<file path="config.mk">
export PLATFORM = sky130hd
export DESIGN_NAME = dtube_ctrl
export DESIGN_NICKNAME = d
export VERILOG_FILES = /design/src/rtl/dtube_ctrl.sv
export SDC_FILE = /design/constraint.sdc
export NUM_CORES = 1
export LEC_CHECK = 0
export BUFFER_PORTS_ARGS = -buffer_cell sky130_fd_sc_hd__buf_2
export CAP_MARGIN = 20
export CORE_ASPECT_RATIO = 0.9
export CORE_MARGIN = 4
export CORE_UTILIZATION = 59
export CTS_CLUSTER_SIZE = 30
export DETAILED_ROUTE_END_ITERATION = 8
export PLACE_DENSITY = 0.87
export SLEW_MARGIN = 10
export SYNTH_ARGS = -nofsm -noshare
export SYNTH_HDL_FRONTEND = slang
export SYNTH_SLANG_ARGS = --single-unit
export TNS_END_PERCENT = 10
</file>
<file path="constraint.sdc">
create_clock -name clk -period 4.4 [get_ports clk]
set_clock_uncertainty 0.15 [all_clocks]
set_input_delay 0.22 -clock clk [delete_from_list [all_inputs] [get_ports clk]]
set_output_delay 0.22 -clock clk [all_outputs]
set_load 0.01 [all_outputs]
</file>
<file path="src/rtl/dtube_ctrl.sv">
// AHB-lite seven-segment display controller: per-digit value/dp/blank/blink registers,
// static parallel segment outputs plus a time-multiplexed scan bus.
module dtube_ctrl #(
    parameter int          NUM_DIGITS = 6,
    parameter logic [31:0] BASE_ADDR  = 32'h0000_0000,
    parameter int          BLINK_DIV  = 25_000_000,
    parameter int          SCAN_DIV   = 1000
) (
    input  logic                    clk,
    input  logic                    rst,
    input  logic                    HSELx,
    input  logic [31:0]             HADDR,
    input  logic                    HWRITE,
    input  logic [2:0]              HSIZE,
    input  logic [2:0]              HBURST,
    input  logic [1:0]              HTRANS,
    input  logic                    HMASTLOCK,
    input  logic [31:0]             HWDATA,
    output logic [31:0]             HRDATA,
    output logic                    HREADY,
    output logic [1:0]              HRESP,
    output logic [8*NUM_DIGITS-1:0] DTUBE_SEG,
    output logic [7:0]              SCAN_SEG,
    output logic [NUM_DIGITS-1:0]   SCAN_SEL
);

    localparam int         IW       = (NUM_DIGITS > 1) ? $clog2(NUM_DIGITS) : 1;
    localparam int         BW       = $clog2(BLINK_DIV);
    localparam int         SW       = $clog2(SCAN_DIV);
    localparam logic [3:0] SEL_CTRL = 4'd8;

    typedef enum logic [1:0] {ST_OK, ST_ERR1, ST_ERR2} state_t;

    state_t r_state, w_state_next;

    logic [3:0]    r_val     [NUM_DIGITS];
    logic          r_dp      [NUM_DIGITS];
    logic          r_blank   [NUM_DIGITS];
    logic          r_blink   [NUM_DIGITS];
    logic          r_written [NUM_DIGITS];
    logic          r_en, r_mode;
    logic          r_wr_pend;
    logic [3:0]    r_wr_sel;
    logic [31:0]   r_hrdata;
    logic [BW-1:0] r_blink_cnt;
    logic          r_blink_phase;
    logic [SW-1:0] r_scan_cnt;
    logic [IW-1:0] r_scan_idx;

    logic [31:0] w_offset, w_rd_val, w_fwd_val;
    logic [3:0]  w_sel;
    logic        w_is_ctrl, w_is_digit, w_active, w_fmt_ok, w_accept;
    logic        w_valid, w_err_req, w_fwd;
    logic [7:0]  w_digit_seg [NUM_DIGITS];
    logic        w_unused;

    function automatic logic [7:0] glyph(input logic [3:0] v);
        case (v)
            4'h0: glyph = 8'hC0;  4'h1: glyph = 8'hF9;  4'h2: glyph = 8'hA4;  4'h3: glyph = 8'hB0;
            4'h4: glyph = 8'h99;  4'h5: glyph = 8'h92;  4'h6: glyph = 8'h82;  4'h7: glyph = 8'hF8;
            4'h8: glyph = 8'h80;  4'h9: glyph = 8'h90;  4'hA: glyph = 8'h88;  4'hB: glyph = 8'h83;
            4'hC: glyph = 8'hC6;  4'hD: glyph = 8'hA1;  4'hE: glyph = 8'h86;  default: glyph = 8'h8E;
        endcase
    endfunction

    assign w_unused = ^{HBURST, HMASTLOCK, HWDATA[31:7]};

    // Address-phase decode; BASE_ADDR is word aligned so offset[1:0] equals HADDR[1:0].
    assign w_offset   = HADDR - BASE_ADDR;
    assign w_is_ctrl  = (w_offset == 32'h20);
    assign w_is_digit = (w_offset[31:5] == 27'd0) && (w_offset[1:0] == 2'b00)
                        && ({1'b0, w_offset[4:2]} < 4'(NUM_DIGITS));
    assign w_sel      = w_is_ctrl ? SEL_CTRL : {1'b0, w_offset[4:2]};
    assign w_active   = HSELx && HTRANS[1];
    assign w_fmt_ok   = (HSIZE == 3'b010) && (HADDR[1:0] == 2'b00);
    assign w_accept   = (r_state != ST_ERR1);
    assign w_valid    = w_accept && w_active && w_fmt_ok && (w_is_ctrl || w_is_digit);
    assign w_err_req  = w_accept && w_active && !(w_fmt_ok && (w_is_ctrl || w_is_digit));

    always_comb begin
        w_rd_val = 32'd0;
        if (w_sel == SEL_CTRL) begin
            w_rd_val = {30'd0, r_mode, r_en};
        end else begin
            for (int i = 0; i < NUM_DIGITS; i++) begin
                if (w_sel == 4'(i))
                    w_rd_val = {24'd0, r_written[i], r_blink[i], r_blank[i], r_dp[i], r_val[i]};
            end
        end
    end

    // A read landing on the data phase of a write to the same register sees the new value.
    assign w_fwd     = r_wr_pend && (r_wr_sel == w_sel);
    assign w_fwd_val = (w_sel == SEL_CTRL) ? {30'd0, HWDATA[1:0]} : {24'd0, 1'b1, HWDATA[6:0]};

    always_ff @(posedge clk) begin
        if (rst) begin
            r_state <= ST_OK;
        end else begin
            r_state <= w_state_next;
        end
    end

    always_comb begin
        w_state_next = r_state;
        HREADY       = 1'b1;
        HRESP        = 2'b00;
        case (r_state)
            ST_OK, ST_ERR2: begin
                w_state_next = w_err_req ? ST_ERR1 : ST_OK;
                HRESP        = (r_state == ST_ERR2) ? 2'b01 : 2'b00;
            end
            ST_ERR1: begin
                w_state_next = ST_ERR2;
                HREADY       = 1'b0;
                HRESP        = 2'b01;
            end
            default: w_state_next = ST_OK;
        endcase
    end

    always_ff @(posedge clk) begin
        if (rst) begin
            r_en      <= 1'b1;
            r_mode    <= 1'b0;
            r_wr_pend <= 1'b0;
            r_wr_sel  <= 4'd0;
            r_hrdata  <= 32'd0;
            for (int i = 0; i < NUM_DIGITS; i++) begin
                r_val[i]     <= 4'd0;
                r_dp[i]      <= 1'b0;
                r_blank[i]   <= 1'b0;
                r_blink[i]   <= 1'b0;
                r_written[i] <= 1'b0;
            end
        end else begin
            r_wr_pend <= w_valid && HWRITE;
            r_wr_sel  <= w_sel;
            r_hrdata  <= (w_valid && !HWRITE) ? (w_fwd ? w_fwd_val : w_rd_val) : 32'd0;
            if (r_wr_pend) begin
                if (r_wr_sel == SEL_CTRL) begin
                    r_en   <= HWDATA[0];
                    r_mode <= HWDATA[1];
                end
                for (int i = 0; i < NUM_DIGITS; i++) begin
                    if (r_wr_sel == 4'(i)) begin
                        r_val[i]     <= HWDATA[3:0];
                        r_dp[i]      <= HWDATA[4];
                        r_blank[i]   <= HWDATA[5];
                        r_blink[i]   <= HWDATA[6];
                        r_written[i] <= 1'b1;
                    end
                end
            end
        end
    end

    assign HRDATA = r_hrdata;

    always_ff @(posedge clk) begin
        if (rst || !r_en) begin
            r_blink_cnt   <= '0;
            r_blink_phase <= 1'b0;
        end else if (r_blink_cnt == BW'(BLINK_DIV - 1)) begin
            r_blink_cnt   <= '0;
            r_blink_phase <= !r_blink_phase;
        end else begin
            r_blink_cnt <= r_blink_cnt + 1'b1;
        end
    end

    // Holding at 0 while mode=0 makes every 0->1 mode change restart the scan from digit 0.
    always_ff @(posedge clk) begin
        if (rst || !r_mode) begin
            r_scan_cnt <= '0;
            r_scan_idx <= '0;
        end else if (r_scan_cnt == SW'(SCAN_DIV - 1)) begin
            r_scan_cnt <= '0;
            r_scan_idx <= (r_scan_idx == IW'(NUM_DIGITS - 1)) ? '0 : r_scan_idx + 1'b1;
        end else begin
            r_scan_cnt <= r_scan_cnt + 1'b1;
        end
    end

    always_comb begin
        DTUBE_SEG = '1;
        SCAN_SEL  = '1;
        for (int i = 0; i < NUM_DIGITS; i++) begin
            w_digit_seg[i] = 8'hFF;
            if (r_en && r_written[i] && !r_blank[i] && !(r_blink[i] && r_blink_phase)) begin
                w_digit_seg[i] = glyph(r_val[i]);
                if (r_dp[i])
                    w_digit_seg[i][7] = 1'b0;
            end
            DTUBE_SEG[8*i +: 8] = w_digit_seg[i];
            if (r_mode && (r_scan_idx == IW'(i)))
                SCAN_SEL[i] = 1'b0;
        end
    end

    assign SCAN_SEG = r_mode ? w_digit_seg[r_scan_idx] : 8'hFF;

endmodule

</file>
# After elaboration in Yosys (flattened, before gate mapping)

Memories as Yosys holds them, arrays and structs flattened.
Index checks and enable logic that the tools add are counted.
W data, S select, Z words.

Add/sub/neg operators: 3
$lt $le $gt $ge: 2
Eq/ne operators: 25
Mux-type cells: 94
Bitwise logic cells: 32
Reductions and logical operators: 73

Operators with widths:

| cell                    | number |
|---|---|
| $mux W32                | 7 |
| $mux W8                 | 11 |
| $mux W1                 | 65 |
| $logic_and A1 B1 Y1     | 42 |
| $eq A32 B6 Y1 const B   | 1 |
| $or A1 B1 Y1            | 30 |
| $mux W4                 | 7 |
| $logic_not A27 Y1       | 1 |
| $add A25 B1 Y25 const B | 1 |
| $eq A25 B25 Y1 const B  | 1 |
| $bmux W8 S3             | 1 |
| $logic_not A1 Y1        | 17 |
| $eq A4 B2 Y1 const B    | 4 |
| $eq A4 B3 Y1 const B    | 4 |
| $add A10 B1 Y10 const B | 1 |
| $eq A10 B10 Y1 const B  | 1 |
| $eq A3 B2 Y1 const B    | 3 |
| $eq A4 B1 Y1 const B    | 2 |
| $eq A4 B4 Y1 const B    | 2 |
| $logic_not A4 Y1        | 2 |
| $reduce_or A2 Y1        | 4 |
| $eq A3 B3 Y1 const B    | 2 |
| $eq A4 B4 Y1            | 1 |
| $ge A4 B4 Y1 const B    | 1 |
| other kinds (15)        | 18 |

Flip-flop bits (word level): 80
Bits in writable memories: 48
Memory bits (read-only): 672
Input bits: 77
Output and inout port bits: 97
Word-level logic and storage cells: 250
Memories: 11

Memories:

| name             | words | bits a word | rd ports | clocked after Yosys merged registers in | write ports | line | RTL |
|---|---|---|---|---|---|---|---|
| (name not given) | 16    | 7           | 1        | 0                                       | 0           | 58   | `case (v)` |
| (name not given) | 16    | 7           | 1        | 0                                       | 0           | 58   |  |
| (name not given) | 16    | 7           | 1        | 0                                       | 0           | 58   |  |
| (name not given) | 16    | 7           | 1        | 0                                       | 0           | 58   |  |
| (name not given) | 16    | 7           | 1        | 0                                       | 0           | 58   |  |
| (name not given) | 16    | 7           | 1        | 0                                       | 0           | 58   |  |
| +5 memories      | -     | -           | -        | -                                       | -           | -    |  |

# Longest topological paths before layout

Gate-level depths: netlist of the first run.

Depth after elaboration: 11
Depth in mapped cells: 8
Depth with buffers taken out: 7

# Worst setup path before layout of the first run

Ideal clock, no wire load.

Path type: flip-flop to output port
From: memory r_val[0][0]
To: output SCAN_SEG[3]
Data arrival time: 2.130 ns
Required time: 4.030 ns
Slack: 1.900 ns
Stages on the path, launching flop included: 8
Path buffers: 0
Cells stage by stage: edfxtp_1 > inv_1 > ha_1 > inv_1 > mux4_2 > or4_1 > o221a_2 > a221o_1

RTL lines:

| what            | line | RTL |
|---|---|---|
| start, declared | 36   | `logic [3:0] r_val [NUM_DIGITS];` |
| end, declared   | 23   | `output logic [7:0] SCAN_SEG,` |

# Worst setup path in the final report of the first run

From: register r_en
To: output SCAN_SEG[3]

Longest elaborated chain between the ends: 8
Elaborated cells on any way between the ends: 28
Classes of those cells: mux: 10; reduce/logical: 18

RTL lines:

| what                                           | line | RTL |
|---|---|---|
| start, declared                                | 41   | `logic r_en, r_mode;` |
| start signal, assigned                         | 142  | `r_en <= HWDATA[0];` |
| $logic_and A1 B1 Y1 (3 in a row)               | 190  | `if (r_en && r_written[i] && !r_blank[i] && !(r_blink[i] && r_blink_phase)) begin` |
| $mux W8                                        | 190  |  |
| $bmux W8 S3 (*)                                | 201  | `assign SCAN_SEG = r_mode ? w_digit_seg[r_scan_idx] : 8'hFF;` |
| $mux W8 (implied by the code) (*) (2 in a row) | 201  |  |
| $mux W8 (*)                                    | 201  |  |

Mark *: on every way between the ends. The rest lies on a longest branch, timed or not. The select of a mux whose other input is x is not followed.

==> metrics, run 1 <==
Tcrit/Tclk final 75.20%; status completed; root buffer cell clkbuf_16; post-DP HPWL 13.72 mm; Net Switching 0.0005188 W; Seq/Total Area, Yosys 34.02%; asr flop ratio synth 0%; Finished Cell Area 8193 sq um; Slew @ Worst Pin 0.9852 ns; gr usage total 24.60%; worst-case vdd ir drop around 0.00030 V; max_cap viols 0; Core Footprint 12170 sq um; # IOs roughly 170; number of flops mapped to enable cells by yosys 43; HP Class in2reg; vias in the first global route around 5800; global route overflow 0; # clock sinks 104; cell taking the most area after synthesis edfxtp_1; clock insertion delay at the later pin of the skew report roughly 0.35 ns; CP arrival 2.94 ns; Power Internal 0.001553 W; global-route wire length before repair 29.12 mm; antenna violations before repair 0; Syn Area/Cell 8.568 sq um; Post-Route WL about 18 mm; CP endpoint kind output port; Area contributors post-synth edfxtp_1, dfxtp_1, ha_1, nor2_1, nand2_1; nets@finish 1065; leak pwr 3.237 nW; Rows 38; share of the synthesized area in the top cell type roughly 17%; routability congestion estimate 0.9549; Max Fanout on Critical Path 10; Flop pwr share 50.7%; #FFs+latches synth 104; CP max stage cell a211oi_1; CP delay by family, top compound AO/OA/AOI/OAI gates; # DRC 0; Max Fclk 0.3022 GHz; Antenna diodes 0; synthesized cell area 7386 sq um; Final Critical Period 3.309 ns; Via-to-Cell Ratio around 5.9; Gate power share roughly 9%; Num CTS Buffers 9; CP Class reg2out; placed cell area roughly 7900 sq um; Synth warnings 0; max-slew violation count 0; layout cells sized above 1 16.95%; PD cells between 200 and 300 nW/um^2; CTS tree done; Cell Chain, Critical Path nand2_1, a211oi_1, o211ai_1, mux2_2, a221o_1, buf_2; Post-Layout Cell Count approximately 1100; Pre-antenna DRT Iters 8; fillers slightly below 1000; clock buffer depth 2; top cells by count, synth nor2_1, nand2_1, dfxtp_1; vias after detailed routing 6574; Startpoint Class register; die height 114.1 um; CP Data Required Time 4.03 ns; Clk pwr share 40.3%; final setup fails 0; crit path buf inv count 1; sw frac around 25%; 1st-iter DRT viols 747; setup TNS 0 ns; Die Area ~14000 sq um; CTS resizes 0; RSZ-0062 raised after global routing false; Most used DFF post-synth dfxtp_1; Power, Total ~0.0021 W; setup ws final roughly 1.1 ns; area grow syn2layout 10.93%; effective utilization at floorplan 60.68%; H-tree lvl count 3; number of port buffers 118; final hold violation count 0; Netlist cell types 70; Max-slew headroom about a third; remaining antenna violation count after routing 0; Avg WL per Cell 16.23 um; largest net degree at the start of global routing 33; Chip Width 125.9 um; Max stage delay on crit path about 0.8 ns; placed instance count 1091; clock-pin slew on the worst setup and hold paths ~0.070 ns; top-count cell post-synth nor2_1; Syn Inst Count 862; Placement Setup Slack around 1.5 ns
-- worst register-to-register path, stage by stage (launching register included) --
cell and delay (ns):
dfxtp_1 0.39, ha_1 0.26, nand3_1 0.21, nor4_1 0.48
or3b_2 0.53, nor2_1 0.11
-- sequential cells by signal, indices dropped and copies added (netlist names), 4 cells and up --
register     cells
r_scan_cnt      10
r_blink          6
r_wr_sel         4
HRDATA           8
r_blink_cnt     25
r_dp             6
r_val           24
r_written        6
r_blank          6
-- kinds of logic after synthesis --
| logic type | synth area share [%] |
|---|---|
| AO/OA/AOI/OAI | 14.50 |
| XOR/XNOR | 4.269 |
| adder cells (fa/ha/maj) | 7.284 |
| buffers and inverters | 7.674 |
| flip-flops | 34.02 |
| multiplexers | 5.658 |
| other | 0.05077 |
| AND/OR/NAND/NOR | 26.55 |
-- final timing paths --
check                                  from                         end  slack (ns)  cells after the start
setup / recovery          r_en$_SDFFE_PP1P_                 SCAN_SEG[3]        1.09                      6
hold / removal                        HSELx       r_state[0]$_SDFF_PP0_        0.01                      3
setup reg to reg  r_blink_cnt[0]$_SDFF_PP0_  r_blink_cnt[17]$_SDFF_PP0_        2.14                      5
hold reg to reg    r_scan_cnt[0]$_SDFF_PP0_    r_scan_cnt[0]$_SDFF_PP0_        0.29                      1
-- timing repair --
item	CTS	global route
hold buffers	2	0
buffers inserted	0	0
endpoints found under the hold margin	2	0
-- cell usage in the layout (no fill, tap or decap), types with 4 or more instances in the layout --
| cell type | Yosys | final |
|---|---|---|
| buf_2 | 2 | 118 |
| nor2_1 | 96 | 96 |
| nand2_1 | 85 | 85 |
| dfxtp_1 | 61 | 61 |
| ha_1 | 43 | 43 |
| edfxtp_1 | 43 | 43 |
| and2_1 | 41 | 41 |
| inv_1 | 40 | 40 |
| nand3_1 | 35 | 35 |
| a21oi_1 | 30 | 30 |
| mux2i_1 | 26 | 26 |
| conb_1 | 1 | 25 |
| o21ai_0 | 24 | 24 |
| xor2_1 | 24 | 24 |
| o211ai_1 | 20 | 20 |
| nor2b_1 | 18 | 18 |
| nand4_1 | 17 | 17 |
| nand2b_1 | 16 | 16 |
| nor3_1 | 15 | 15 |
| xnor2_1 | 12 | 12 |
| and3_1 | 11 | 11 |
| a221oi_1 | 10 | 10 |
| a211oi_1 | 10 | 10 |
| nand3b_1 | 10 | 10 |
| clkbuf_16 | 0 | 10 |
| a211o_1 | 8 | 8 |
| a21o_1 | 7 | 7 |
| mux2_2 | 6 | 6 |
| nor4_1 | 6 | 6 |
| and4_1 | 5 | 5 |
| a2bb2oi_1 | 5 | 5 |
| mux4_2 | 4 | 4 |
| a22o_1 | 4 | 4 |
| o31ai_1 | 4 | 4 |
-- stage by stage --
stage	util, %	hold WS, ns
CTS	67.27	0.007691
finish	67.31	0.01311
floorplan	-	0.2139
detailed placement	64.49	0.2837
global placement	64.49	0.2756
global route	67.31	0.07271
-- power groups by stage --
stage,sequential (W),clock (W),combinational (W)
after global placement,0.00107,0,0.000175
final,0.00105,0.000834,0.000186
after detailed placement,0.00107,0,0.000180
after floorplan,0.00106,0,0.000153
after CTS,0.00105,0.000841,0.000184
after global routing,0.00106,0.000875,0.000208
-- cell type report --
| type | count | area [sq um] | area share, % |
|---|---|---|---|
| clock buffers | 12 | 277.8 | 3.390 |
| clock inverters | 4 | 40.04 | 0.4887 |
| inverters | 40 | 150.1 | 1.833 |
| multi-input cells | 669 | 4397 | 53.67 |
| flip-flops and latches | 104 | 2512 | 30.67 |
| well taps | 160 | 200.2 | 2.443 |
| repair buffers | 121 | 615.6 | 7.514 |
-- metal layers --
| layer | wire length (um) | vias to the layer above | share of wire, % | global-route usage (%) |
|---|---|---|---|---|
| li1 | - | 3164 | - | - |
| met2 | 8035 | 367 | 45 | 38.92 |
| met3 | 1858 | 41 | 10 | 4.851 |
| met1 | 7625 | 3002 | 42 | 34.71 |
| met5 | 0 | - | 0 | 0 |
| met4 | 499 | 0 | 2.8 | 6.576 |
No activity file was read; power rests on OpenSTA's default activity.
==> inputs of run 2 (changes only) <==
CORE_UTILIZATION = 55   (was 59)
PLACE_DENSITY = 0.81   (was 0.87)
clock period = 3.43 ns   (was 4.4 ns; I/O delays follow)
==> metrics, run 2 (same netlist as run 1, synthesis figures left out) <==
area grow syn2layout 11.08% (was 10.93%); Core Footprint 12930 sq um (was 12170 sq um); nets@finish 1068 (was 1065); max_cap viols 0 (unchanged); CTS tree done (unchanged); # clock sinks 104 (unchanged); PD cells 318.0 nW/um^2 (was 252.9 nW/um^2); CP endpoint kind output port (unchanged); post-DP HPWL 13.89 mm (was 13.72 mm); gr usage total 23.40% (was 24.60%); # DRC 0 (unchanged); global route overflow 0 (unchanged); final hold violation count 0 (unchanged); layout cells sized above 1 17.10% (was 16.95%); commonest non-fill, non-tap cells in the layout buf_2, nor2_1, nand2_1 (unchanged); RSZ-0062 raised after global routing false (unchanged); HP Class in2reg (unchanged); leak pwr 3.238 nW (was 3.237 nW); die height 117.9 um (was 114.1 um); Post-Route WL 18.17 mm (was 18.02 mm); CP Data Required Time 3.11 ns (was 4.03 ns); most common cell after layout, fill and taps aside buf_2 (unchanged); remaining antenna violation count after routing 0 (unchanged); Num CTS Buffers 9 (unchanged); Die Area 15350 sq um (was 14370 sq um); Avg WL per Cell 16.27 um (was 16.23 um); Slew @ Worst Pin 0.8827 ns (was 0.9852 ns); clock-pin slew on the worst setup and hold paths 0.07 ns (about the same); Max-slew headroom 41.03% (was 34.19%); largest net degree at the start of global routing 33 (unchanged); vias in the first global route 5822 (was 5779); DR WL met3 1.639 mm (was 1.858 mm); # IOs 174 (unchanged); H-tree lvl count 3 (unchanged); clock insertion delay at the later pin of the skew report 0.35 ns (about the same); register name with the most flops r_blink_cnt (unchanged); max-slew violation count 0 (unchanged); vias after detailed routing 6517 (was 6574); Startpoint Class register (unchanged); effective utilization at floorplan 57.12% (was 60.68%); Max Fclk 0.3186 GHz; Rows 39 (was 38); worst-case vdd ir drop 0.0002929 V (was 0.0003011 V); Via-to-Cell Ratio 5.834 (was 5.923); Largest regs r_blink_cnt: 25 flops, r_val: 24 flops, r_scan_cnt: 10 flops (unchanged); CP Class reg2out (unchanged); number of port buffers 118 (unchanged); status completed (unchanged); Antenna diodes 0 (unchanged); Max Fanout on Critical Path 6 (was 10); Top Layer Used met4 (unchanged); Final Critical Period 3.139 ns; CP arrival 2.82 ns (was 2.94 ns); global-route wire length before repair 29.21 mm (was 29.12 mm); routed wl met2 8.156 mm (was 8.035 mm); 1st-iter DRT viols 613 (was 747); worst hold slack 0.01343 ns (was 0.01311 ns); root buffer cell clkbuf_16 (unchanged); Pre-antenna DRT Iters 6 (was 8); max reg flops 25 (unchanged); Post-Route M1 WL 8.149 mm (was 7.625 mm); Chip Width 130.2 um (was 125.9 um); clock buffer depth 2 (unchanged); Tcrit/Tclk final 91.51%; antenna violations before repair 0 (unchanged); setup TNS 0 ns (unchanged); final setup fails 0 (unchanged); routability congestion estimate 0.9245 (was 0.9549)
==> run 2: layout make-up <==
class | instances | area [sq um]
fill | 1133 | 4727
multi-input combinational | 669 | 4397
sequential | 104 | 2512
timing repair buffer | 124 | 643.1
clock buffer | 10 | 250.2
tap | 164 | 205.2
inverter | 40 | 150.1
clock inverter | 6 | 46.29
==> run 2: final timing paths <==
check | startpoint | to | slack [ns] | cells after the start
setup / recovery | r_val[0][0]$_SDFFCE_PN0P_ | SCAN_SEG[3] | 0.29 | 8
hold / removal | HSIZE[1] | r_state[0]$_SDFF_PP0_ | 0.01 | 4
setup reg to reg | r_blink_cnt[0]$_SDFF_PP0_ | r_blink_cnt[5]$_SDFF_PP0_ | 1.15 | 5
hold reg to reg | r_scan_cnt[0]$_SDFF_PP0_ | r_scan_cnt[0]$_SDFF_PP0_ | 0.29 | 1
==> run 2: report_power, final <==
group          switching (W)  internal [W]
sequential         0.0000420       0.00131
clock               0.000475      0.000545
combinational       0.000145     0.0000938
total               0.000662       0.00195
==> run 2: layer usage <==
layer | vias up | GRT usage (%)
li1 | 3167 | -
met1 | 3039 | 34.00
met2 | 284 | 35.93
met3 | 27 | 4.719
met4 | 0 | 4.935
met5 | - | 0
==> run 2: critical path, cell delays in order (launching register included) <==
cell      delay [ns]
edfxtp_1        0.43
inv_1           0.15
ha_1            0.34
inv_1           0.04
mux4_2          0.45
or4_1           0.41
o221a_2         0.15
a221o_1         0.33
buf_2           0.15
==> run 2: metrics by stage <==
stage	total power [W]	std cells	cell area, sq um	utilization (%)	setup WS, ns
after floorplan	0.001551	886	7476	-	0.9780
after global routing	0.002716	1117	8204	63.44	0.2139
after CTS	0.002620	1117	8204	63.44	0.3019
final	0.002609	1117	8204	63.44	0.2911
after global placement	0.001604	1098	7878	60.92	0.7491
after detailed placement	0.001610	1098	7878	60.92	0.6851
==> run 2: what timing repair did <==
action / CTS / global route
buffers inserted: 0 / 0
hold endpoints to repair: 2 / 0
resized for setup: 0 / 0
hold buffers: 3 / 0
==> inputs of run 3 (changes only) <==
CELL_PAD_IN_SITES_DETAIL_PLACEMENT = 1   (was default)
CELL_PAD_IN_SITES_GLOBAL_PLACEMENT = 1   (was default)
CORE_MARGIN = 2   (was 4)
CORE_UTILIZATION = 41   (was 55)
PLACE_DENSITY = default   (was 0.81)
PLACE_DENSITY_LB_ADDON = 0.1   (was default)
==> metrics, run 3 (same netlist as run 1, synthesis figures left out) <==
CP endpoint kind output port (unchanged); Via-to-Cell Ratio 5.441 (was 5.834); # DRC 0 (unchanged); Chip Width 145.5 um (was 130.2 um); clock-pin slew on the worst setup and hold paths 0.08 ns (was 0.07 ns); global route overflow 0 (unchanged); Slew @ Worst Pin 0.7920 ns (was 0.8827 ns); root buffer cell clkbuf_16 (unchanged); gr usage total 22.32% (was 23.40%); clock buffer depth 2 (unchanged); Pre-antenna DRT Iters 4 (was 6); Final Critical Period 3.094 ns (was 3.139 ns); postcts setup bufs 0 (unchanged); largest net degree at the start of global routing 33 (unchanged); CP Class reg2out (unchanged); status completed (unchanged); commonest non-fill, non-tap cells in the layout buf_2, nor2_1, nand2_1 (unchanged); Avg WL per Cell 17.75 um (was 16.27 um); leak pwr 3.267 nW (was 3.238 nW); CP Data Required Time 3.11 ns (about the same); Rows 46 (was 39); cell mode on critical path inv_1 (unchanged); Post-Route WL 21.27 mm (was 18.17 mm); Max Fclk 0.3232 GHz (was 0.3186 GHz); number of port buffers 118 (unchanged); Gate power share 9.3% (was 9.2%); CTS tree done (unchanged); # IOs 174 (unchanged); final setup fails 0 (unchanged); register name with the most flops r_blink_cnt (unchanged); Antenna diodes 0 (unchanged); 1st-iter DRT viols 438 (was 613); Largest regs r_blink_cnt: 25 flops, r_val: 24 flops, r_scan_cnt: 10 flops (unchanged); Tcrit/Tclk final 90.21% (was 91.51%); antenna violations before repair 0 (unchanged); H-tree lvl count 3 (unchanged); die height 131.3 um (was 117.9 um); vias in the first global route 6390 (was 5822); vias after detailed routing 6518 (was 6517); Clk pwr share 39.3% (was 39.1%); # clock sinks 104 (unchanged); Max Fanout on Critical Path 6 (unchanged); Flop pwr share 51.3% (was 51.8%); CP delay by family, top compound AO/OA/AOI/OAI gates (unchanged); max-slew violation count 0 (unchanged); Max-slew headroom 45.84% (was 41.03%); area grow syn2layout 12.91% (was 11.08%); crit path buf inv count 3 (unchanged); nets@finish 1073 (was 1068); post-DP HPWL 16.71 mm (was 13.89 mm); placed cell area 8003 sq um (was 7878 sq um); setup TNS 0 ns (unchanged); Num CTS Buffers 9 (unchanged); effective utilization at floorplan 41.94% (was 57.12%); max_cap viols 0 (unchanged); Cell Chain, Critical Path inv_1, ha_1, inv_1, mux4_2, or4_1, o221a_2, a221o_1, buf_2 (unchanged); clock insertion delay at the later pin of the skew report 0.35 ns (about the same); layout cells sized above 1 17.43% (was 17.10%); sw frac 26.45% (was 25.39%); Max stage delay on crit path 0.45 ns (about the same); Post-Layout Cell Count 1198 (was 1117); Die Area 19110 sq um (was 15350 sq um); CP arrival 2.77 ns (was 2.82 ns); remaining antenna violation count after routing 0 (unchanged); global-route wire length before repair 34.47 mm (was 29.21 mm); Finished Cell Area 8339 sq um (was 8204 sq um); Core Footprint 17610 sq um (was 12930 sq um); routability congestion estimate 0.8363 (was 0.9245); HP Class in2reg (unchanged); final hold violation count 0 (unchanged); Power Internal 0.001936 W (was 0.001947 W); placed instance count 1178 (was 1098); most common cell after layout, fill and taps aside buf_2 (unchanged); PD cells 315.6 nW/um^2 (was 318.0 nW/um^2); Startpoint Class register (unchanged); CP max stage cell mux4_2 (unchanged); worst-case vdd ir drop 0.0002462 V (was 0.0002929 V); Net Switching 0.0006962 W (was 0.0006624 W); RSZ-0062 raised after global routing false (unchanged); max reg flops 25 (unchanged)
[run 3: cell count changes in the layout (fill, tap and decap cells not counted)]
cell	change
buf_4	+4
clkbuf_16	-1
clkbuf_8	+1
clkinv_2	-2
clkinv_4	+2
clkinvlp_4	-1
dlygate4sd3_1	+1
inv_8	+1
[run 3: path summary, 6_finish.rpt]
path / from / to / slack [ns] / depth (start not counted)
max: r_val[0][0]$_SDFFCE_PN0P_ / SCAN_SEG[3] / 0.34 / 8
min: HWDATA[5] / r_blank[0][3]$_SDFFCE_PN0P_ / 0.06 / 2
max reg2reg: r_state[1]$_SDFF_PP0_ / r_state[0]$_SDFF_PP0_ / 0.88 / 7
min reg2reg: r_scan_cnt[0]$_SDFF_PP0_ / r_scan_cnt[0]$_SDFF_PP0_ / 0.29 / 1
[run 3: cell type report]
type / instances / area, sq um
Clock buffer: 10 / 239.0
Clock inverter: 6 / 57.56
Fill cell: 2165 / 9273
Inverter: 40 / 150.1
Multi-Input combinational cell: 669 / 4397
Sequential cell: 104 / 2512
Tap cell: 240 / 300.3
Timing Repair Buffer: 129 / 683.2
[run 3: timing repair]
action	CTS	global route
hold buffers	4	0
gates resized for setup	0	0
endpoints found under the setup margin	0	0
hold endpoints to repair	2	0
[run 3: metrics by stage]
stage / worst slack (ns) / hold slack (ns) / util (%) / total power [W]
6_report: 0.3359 / 0.05587 / 47.35 / 0.002632
5_1_grt: 0.1890 / 0.06322 / 47.35 / 0.002756
4_1_cts: 0.3394 / 0.05223 / 47.35 / 0.002662
3_5_place_dp: 0.7236 / 0.2832 / 45.44 / 0.001621
3_3_place_gp: 0.7779 / 0.2772 / 45.44 / 0.001616
2_1_floorplan: 0.9780 / 0.1654 / - / 0.001551
[run 3: layer usage]
layer  share of wire [%]  global-route usage [%]
met1                  48                   30.52
met2                  47                   37.81
met3                 5.0                   4.028
met4                0.66                   3.105
met5                   0                       0
[run 3: power by group through the flow]
stage / clock network [W] / logic, W / registers, W
2_1_floorplan: 0 / 0.000196 / 0.00136
3_3_place_gp: 0 / 0.000238 / 0.00138
3_5_place_dp: 0 / 0.000242 / 0.00138
4_1_cts: 0.00107 / 0.000246 / 0.00135
5_1_grt: 0.00112 / 0.000276 / 0.00136
6_report: 0.00103 / 0.000246 / 0.00135
